[src/rtl/clk_gate_ctrl_if.sv]
// Request/grant bundle between the requesters and the gated-clock enable sequencer.
// The requester side drives req/force_on and observes the grant and enable state.
interface clk_gate_ctrl_if #(
  parameter int N_REQ = 4
) ();
  logic [N_REQ-1:0] req;
  logic             force_on;
  logic [N_REQ-1:0] ack;
  logic             clken;
  logic             clk_active;

  modport master (
    output req,
    output force_on,
    input  ack,
    input  clken,
    input  clk_active
  );

  modport slave (
    input  req,
    input  force_on,
    output ack,
    output clken,
    output clk_active
  );
endinterface

[src/rtl/clk_gate_ctrl.sv]
// Enable sequencer for a single gated-clock cell: wake/settle before grant,
// idle timeout before gating off, and a minimum off time before re-waking.
module clk_gate_ctrl #(
  parameter int N_REQ       = 4,
  parameter int WAKE_CYCLES = 4,
  parameter int IDLE_CYCLES = 16,
  parameter int MIN_OFF     = 2
) (
  input  logic            clkin,
  input  logic            rst,
  clk_gate_ctrl_if.slave  bus
);

  typedef enum logic [1:0] {
    ST_OFF  = 2'd0,
    ST_WAKE = 2'd1,
    ST_ON   = 2'd2,
    ST_HOLD = 2'd3
  } state_e;

  localparam logic [7:0] WAKE_LOAD = 8'(WAKE_CYCLES - 1);
  localparam logic [7:0] IDLE_LAST = 8'(IDLE_CYCLES - 1);
  localparam logic [7:0] OFF_LOAD  = 8'(MIN_OFF - 1);

  localparam bit PARAMS_OK = (N_REQ >= 1) && (N_REQ <= 8) &&
                             (WAKE_CYCLES >= 1) && (WAKE_CYCLES <= 255) &&
                             (IDLE_CYCLES >= 1) && (IDLE_CYCLES <= 255) &&
                             (MIN_OFF >= 1) && (MIN_OFF <= 255);

  state_e     state_q, state_d;
  logic [7:0] wake_cnt_q, wake_cnt_d;
  logic [7:0] idle_cnt_q, idle_cnt_d;
  logic [7:0] off_cnt_q, off_cnt_d;
  logic       clken_q, clken_d;
  logic       any_req;

  assign any_req = (|bus.req) | bus.force_on;

  always_ff @(posedge clkin) begin
    if (rst) begin
      state_q    <= ST_OFF;
      wake_cnt_q <= 8'd0;
      idle_cnt_q <= 8'd0;
      off_cnt_q  <= 8'd0;
      clken_q    <= 1'b0;
    end else begin
      state_q    <= state_d;
      wake_cnt_q <= wake_cnt_d;
      idle_cnt_q <= idle_cnt_d;
      off_cnt_q  <= off_cnt_d;
      clken_q    <= clken_d;
    end
  end

  always_comb begin
    state_d    = state_q;
    wake_cnt_d = wake_cnt_q;
    idle_cnt_d = idle_cnt_q;
    off_cnt_d  = off_cnt_q;
    unique case (state_q)
      ST_OFF: begin
        if (any_req) begin
          state_d    = ST_WAKE;
          wake_cnt_d = WAKE_LOAD;
        end
      end
      ST_WAKE: begin
        // WAKE runs its full length regardless of req so the clock has settled before any grant
        if (wake_cnt_q == 8'd0) begin
          state_d    = ST_ON;
          idle_cnt_d = 8'd0;
        end else begin
          wake_cnt_d = wake_cnt_q - 8'd1;
        end
      end
      ST_ON: begin
        if (any_req) begin
          idle_cnt_d = 8'd0;
        end else if (idle_cnt_q == IDLE_LAST) begin
          state_d   = ST_HOLD;
          off_cnt_d = OFF_LOAD;
        end else begin
          idle_cnt_d = idle_cnt_q + 8'd1;
        end
      end
      ST_HOLD: begin
        if (off_cnt_q == 8'd0) begin
          if (any_req) begin
            state_d    = ST_WAKE;
            wake_cnt_d = WAKE_LOAD;
          end else begin
            state_d = ST_OFF;
          end
        end else begin
          off_cnt_d = off_cnt_q - 8'd1;
        end
      end
      default: state_d = ST_OFF;
    endcase
    // Registered from the next state so clken mirrors WAKE/ON without any combinational path
    clken_d = (state_d == ST_WAKE) || (state_d == ST_ON);
  end

  always_comb begin
    bus.ack        = (state_q == ST_ON) ? bus.req : '0;
    bus.clk_active = (state_q == ST_ON);
    bus.clken      = clken_q;
  end

  param_range_chk: assert property (@(posedge clkin) PARAMS_OK)
    else $error("clk_gate_ctrl: parameter out of range");

endmodule
[src/flat_wrapper.sv]
// flat-port wrapper written by rule: the top's interface ports become plain ports
module clk_gate_ctrl_flat 
#(
  parameter int N_REQ       = 4,
  parameter int WAKE_CYCLES = 4,
  parameter int IDLE_CYCLES = 16,
  parameter int MIN_OFF     = 2
)
  (clkin, rst, bus_req, bus_force_on, bus_ack, bus_clken, bus_clk_active);
  clk_gate_ctrl_if #(.N_REQ(N_REQ)) bus_i ();
  input  logic clkin;
  input  logic rst;
  input wire logic [$bits(bus_i.req)-1:0] bus_req;
  input wire logic [$bits(bus_i.force_on)-1:0] bus_force_on;
  output wire logic [$bits(bus_i.ack)-1:0] bus_ack;
  output wire logic [$bits(bus_i.clken)-1:0] bus_clken;
  output wire logic [$bits(bus_i.clk_active)-1:0] bus_clk_active;
  assign bus_i.req = bus_req;
  assign bus_i.force_on = bus_force_on;
  assign bus_ack = bus_i.ack;
  assign bus_clken = bus_i.clken;
  assign bus_clk_active = bus_i.clk_active;
  clk_gate_ctrl #(.N_REQ(N_REQ), .WAKE_CYCLES(WAKE_CYCLES), .IDLE_CYCLES(IDLE_CYCLES), .MIN_OFF(MIN_OFF)) u_core (.clkin(clkin), .rst(rst), .bus(bus_i));
endmodule
[config.mk]
export PLATFORM = sky130hd
export DESIGN_NAME = clk_gate_ctrl_flat
export DESIGN_NICKNAME = d
export VERILOG_FILES = /design/src/rtl/clk_gate_ctrl_if.sv /design/src/rtl/clk_gate_ctrl.sv /design/src/flat_wrapper.sv
export SDC_FILE = /design/constraint.sdc
export NUM_CORES = 1
export LEC_CHECK = 0
export ABC_AREA = 1
export BUFFER_PORTS_ARGS = -buffer_cell sky130_fd_sc_hd__buf_2
export CAP_MARGIN = 25
export CELL_PAD_IN_SITES_DETAIL_PLACEMENT = 0
export CELL_PAD_IN_SITES_GLOBAL_PLACEMENT = 1
export CORE_UTILIZATION = 46
export DETAILED_ROUTE_END_ITERATION = 8
export PLACE_DENSITY = 0.88
export REMOVE_ABC_BUFFERS = 1
export SLEW_MARGIN = 0
export SYNTH_ARGS = -nofsm -noshare
export SYNTH_HDL_FRONTEND = slang
export SYNTH_SLANG_ARGS = --single-unit
[constraint.sdc]
create_clock -name clkin -period 2.79 [get_ports clkin]
set_input_delay 0.279 -clock clkin [delete_from_list [all_inputs] [get_ports clkin]]
set_output_delay 0.279 -clock clkin [all_outputs]
set_load 0.03 [all_outputs]
# == Word-level counts from Yosys, hierarchy flattened ==
# Cells that the tools add are included.
# classes
add_sub_neg,3
n_mul,0
n_div,0
order_cmp,0
n_eq_ne,13
shifts,0
mux,20
bitwise_logic,1
n_reduce_logical,11
# op_table
cell,count
8-bit 2-to-1 mux,9
8-bit case mux with 2 select lines,2
8-bit case mux with 3 select lines,1
8-bit logical NOT,2
"8-bit by 1-bit subtractor with 8-bit output, second input constant",2
2-bit 2-to-1 mux,5
"8-bit by 1-bit adder with 8-bit output, second input constant",1
"8-bit by 4-bit == test with 1-bit output, second input constant",1
2-bit case mux with 4 select lines,1
"2-bit == test, second input constant",3
"2-bit by 1-bit inequality test with 1-bit output, second input constant",3
"2-bit inequality test, second input constant",3
3-bit AND reduction,2
"2-bit by 1-bit == test with 1-bit output, second input constant",2
4-bit 2-to-1 mux,1
4-bit AND reduction,1
2-bit nonzero test,2
4-bit OR reduction,1
"3-bit by 2-bit inequality test with 1-bit output, second input constant",1
3-bit nonzero test,1
2-bit logical NOT,1
1-bit logical OR,1
1-bit 2-to-1 mux,1
1-bit bitwise OR,1
# totals
ff_bits,27
latch_bits,0
ram_bits,0
romBits,0
inputBits,7
output_inout_bits,6
elab_cells,53
mem_count,0

# == Logic depth before layout (Yosys ltp) ==
# depth
depth_word,7
ltp_mapped,12
ltp_nobuf,12

# == Worst setup path after synthesis ==
# Ideal clock, no wire load.
# synth_path
path_type,reg2reg
start,reg u_core.state_q[0]
end,reg u_core.idle_cnt_q[6]
setup_ns,0.123
t_arrival_ns,1.705
required_ns,2.667
setup_slack_ns,0.962
path_stages_with_launch,12
path_buffers,2
period_less_slack_ns,1.828
path_cell_list,dfxtp_1 -> inv_1 -> ha_1 -> buf_2 -> nand3_1 -> nor2_2 -> nand2_2 -> nand3_2 -> buf_6 -> nor2_1 -> o21ai_0 -> a21oi_1
# synth_via
elab_chain_len,3
elab_cells_between_ends,7
classes_between,4 x eq/ne; 1 x mux; 2 x reduce/logical
# synth_rtl
element,line,source
from (decl),clk_gate_ctrl.sv:30,"state_e state_q, state_d;"
from (signal assigned),clk_gate_ctrl.sv:47,state_q <= state_d;
2-bit == test *,--,
via bus_clk_active,flat_wrapper.sv:17,output wire logic [$bits(bus_i.clk_active)-1:0] bus_clk_active;
3-bit by 2-bit inequality test with 1-bit output (no line) / 2-bit nonzero test (equally long branches),--,
3-bit AND reduction (no line),--,
to (signal assigned),clk_gate_ctrl.sv:49,idle_cnt_q <= idle_cnt_d;
to (decl),clk_gate_ctrl.sv:32,"logic [7:0] idle_cnt_q, idle_cnt_d;"
# The timed path passes the listed nets; every way through them passes the cells marked *.
# A chain may end at the register's enable or synchronous reset.

# == Worst setup path in the final report ==
# layout_path
start,reg u_core.state_q[0]
end,reg u_core.idle_cnt_q[3]
# layout_via
elab_chain_len,3
elab_cells_between_ends,7
classes_between,4 x eq/ne; 1 x mux; 2 x reduce/logical
# layout_rtl
element,line,source
2-bit == test / 2-bit by 1-bit == test with 1-bit output (equally long branches),clk_gate_ctrl.sv:60,unique case (state_q)
3-bit by 2-bit inequality test with 1-bit output (no line) (tied with other cells),--,
3-bit AND reduction (no line),--,
# Parallel ways exist; a longest one is shown, timed or not.

==> results.yml <==
logic_synthesis:
  synth_cells: 252
  yosysTopAreaCellShare_pct: 31.42
  synth-edff-count: 0
  avgSynthCellArea_um2: 6.827
  synth_seq_cells: 27
  synth_cell_types: 32
  yosys_warnings: 0
  synthTopCellsByArea: "dfxtp_1 31%, nand2_1 11%, nor2_1 7.6%, inv_1 5.9%, a21oi_1 5.5%"
  ys_seq_area_share_pct: 31.42
  synth_area_leader_cell: "dfxtp_1"
  synth_ff_type: "dfxtp_1"
  synthArstFlopShare_pct: 0
  syn_area_mm2: 0.001720
clock_network:
  cts_buffers: 3
  cts_sinks: 27
  cts_root_buf: "clkbuf_8"
  htree_num_levels: 1
  ctsHoldBuffers: 0
  post_cts_resized: 0
  cts_tree: "yes"
  cts_setup_buffers: 0
  clk_path_buf_depth: 2
  clock_latency_ns: 0.28
  path_clk_slew_ns: 0.09
die:
  core_mm2: 0.003468
  start_util_pct: 49.60
  chipHeight_um: 63.16
  chipWidth_um: 63.16
  rows: 21
  ioPinCount: 13
  die_area_mm2: 0.003989
critical_path:
  crit_slowest_cell: "dfxtp_1"
  critical_path_class: "register to register"
  cp.required_ns: 2.95
  critPathLaunchType: "register"
  crit_chain: "inv_1 > ha_1 > nand3_1 > nor2_2 > nand2_2 > nand3_2 > o21ai_1 > nor3b_2"
  worstPathArrival_ns: 2.06
  end_kind: "register"
  crit_fanout: 12
  slowest_delay_ns: 0.39
finish:
  fin_cells: 310
  drive_above_1_share_pct: 16.67
  antenna_cells: 0
  final_core_util_pct: 53.57
  area_delta_synth_final_pct: 8.000
  fin_nets: 279
  fillers: 357
  finish.instance_area_mm2: 0.001858
sta:
  period_share_pct: 67.90
  skew_ns: 0.004280
  max_freq_ghz: 0.5278
  fin_ws_ns: 0.8955
  final.setup.tns_ns: 0
  slew_violations: 0
  min_period_ns: 1.895
  rsz0062_at_grt: "no"
  setup_violations: 0
  hold_ws_ns: 0.3606
  worstMarginPinSlew_ns: 0.3747
  max_slew_margin_pct: 75.02
  hold_viol: 0
placement:
  dp_slack_ns: 0.9106
  globalplace.congestion: 0.8212
  dp.cells: 306
  dpl.hpwl_mm: 2.613
  numPortBuffers: 12
  dpl_cell_area_mm2: 0.001813
drt:
  wl_met1_mm: 1.760
  met3_wirelength_um: 149
  vias: 1572
  drt_iter0_markers: 103
  vias_per_cell: 5.071
  drt_pass1_iterations: 4
  wl_met2_mm: 1.508
  highest_layer: "met4"
  drc: 0
  drt-total-wl_mm: 3.466
  wl_per_cell_um: 11.18
  ant_nets: 0
global_routing:
  grt_antenna_before_repair: 0
  overflow: 0
  grt_pass1_wl_mm: 5.954
  grt_pass1_vias: 1353
  grt_max_degree: 15
  grt_use_total_pct: 18.83
power:
  sw_frac_of_total_pct: 33.43
  pwr-share-clk_pct: 25.7
  leakage_nw: 0.8147
  p_comb_share_pct: 26.3
  power_mw: 0.8867
  ir_worst_vdd_v: 0.0001987
  p_int_mw: 0.5903
  pwr_density_cell_mw_per_mm2: 477.2
  switching_power_mw: 0.2964
  pwr-share-seq_pct: 48.0
min_path:
  hp-class: "primary input to register"
run_status:
  status: "finished, final reports clean"
job:
  maxCapViolations: 0
power by group through the flow:
stage	Sequential [mW]	Combinational [mW]	Clock, mW
floorplan	0.435	0.179	0
global placement	0.434	0.232	0
detailed placement	0.434	0.232	0
CTS	0.425	0.234	0.235
global route	0.429	0.267	0.253
finish	0.425	0.233	0.228
sequential cells by signal (all words and copies together) (netlist names):
register and cells:
u_core.off_cnt_q 8, u_core.state_q 2, u_core.bus.clken 1, u_core.idle_cnt_q 8, u_core.wake_cnt_q 8
cell families after synthesis:
group	share of synthesized area, %
AO/OA/AOI/OAI	13.02
flip-flops	31.42
adder cells (fa/ha/maj)	5.091
AND/OR/NAND/NOR	38.40
buffers and inverters	8.509
XOR/XNOR	3.564
path summary, 6_finish.rpt:
check                                           from                   end  slack, ns  cells past startpoint
worst max register to register     u_core.state_q[0]  u_core.idle_cnt_q[3]       0.90                      8
worst min register to register  u_core.wake_cnt_q[1]  u_core.wake_cnt_q[1]       0.48                      2
worst max-delay path               u_core.state_q[0]  u_core.idle_cnt_q[3]       0.90                      8
worst min-delay path                             rst     u_core.state_q[0]       0.36                      2
synth_stat cells, types with 3 or more instances:
master,number
o21ai_0,12
dfxtp_1,27
nor2_1,35
nor2_4,4
nand2_1,51
nor3_1,5
nand4_1,4
xnor2_1,3
nand3_1,19
inv_1,27
o21ai_1,3
xor2_1,4
a21oi_1,19
nand2_2,8
ha_1,7
cell type report:
cell class,count,area (um^2),area share [%]
clock buffers,4,45.04,2.424
inverters,31,121.4,6.532
multi-input cells,190,1033,55.62
flip-flops and latches,27,540.5,29.09
well taps,46,57.56,3.098
repair buffers,12,60.06,3.232
per-layer routing:
| metal | global-route usage [%] | up-vias |
|---|---|---|
| met2 | 29.17 | 43 |
| met3 | 3.261 | 5 |
| li1 | - | 838 |
| met4 | 6.977 | 0 |
| met1 | 25.83 | 686 |
| met5 | 0 | - |
worst max-delay path: cells and delay by family (launching register included):
| family | cells | cell delay [ns] |
|---|---|---|
| AOI/OAI and AO/OA | 1 | 0.36 |
| adders and majority gates | 1 | 0.34 |
| buffers and inverters | 1 | 0.09 |
| DFF | 1 | 0.39 |
| and+or+nand+nor | 5 | 0.59 |
cells in the final DEF, fill, tap and decap left out, types with 2 or more instances in the layout:
master,synthesis,layout
nand2_1,51,51
nand3b_1,2,2
dfxtp_1,27,27
nor2_2,2,2
inv_2,2,2
a21oi_1,19,19
ha_1,7,7
xnor2_1,3,3
nor3_1,5,5
buf_2,2,12
inv_4,2,2
inv_1,27,27
nand4_1,4,4
o21ai_1,3,3
nand2_4,2,2
clkbuf_8,0,3
a21oi_2,2,2
nor2_4,4,4
o21ai_0,12,12
nand3_1,19,19
nor2_1,35,35
xor2_1,4,4
nand2_2,8,8
(Power assumes the default switching activity.)
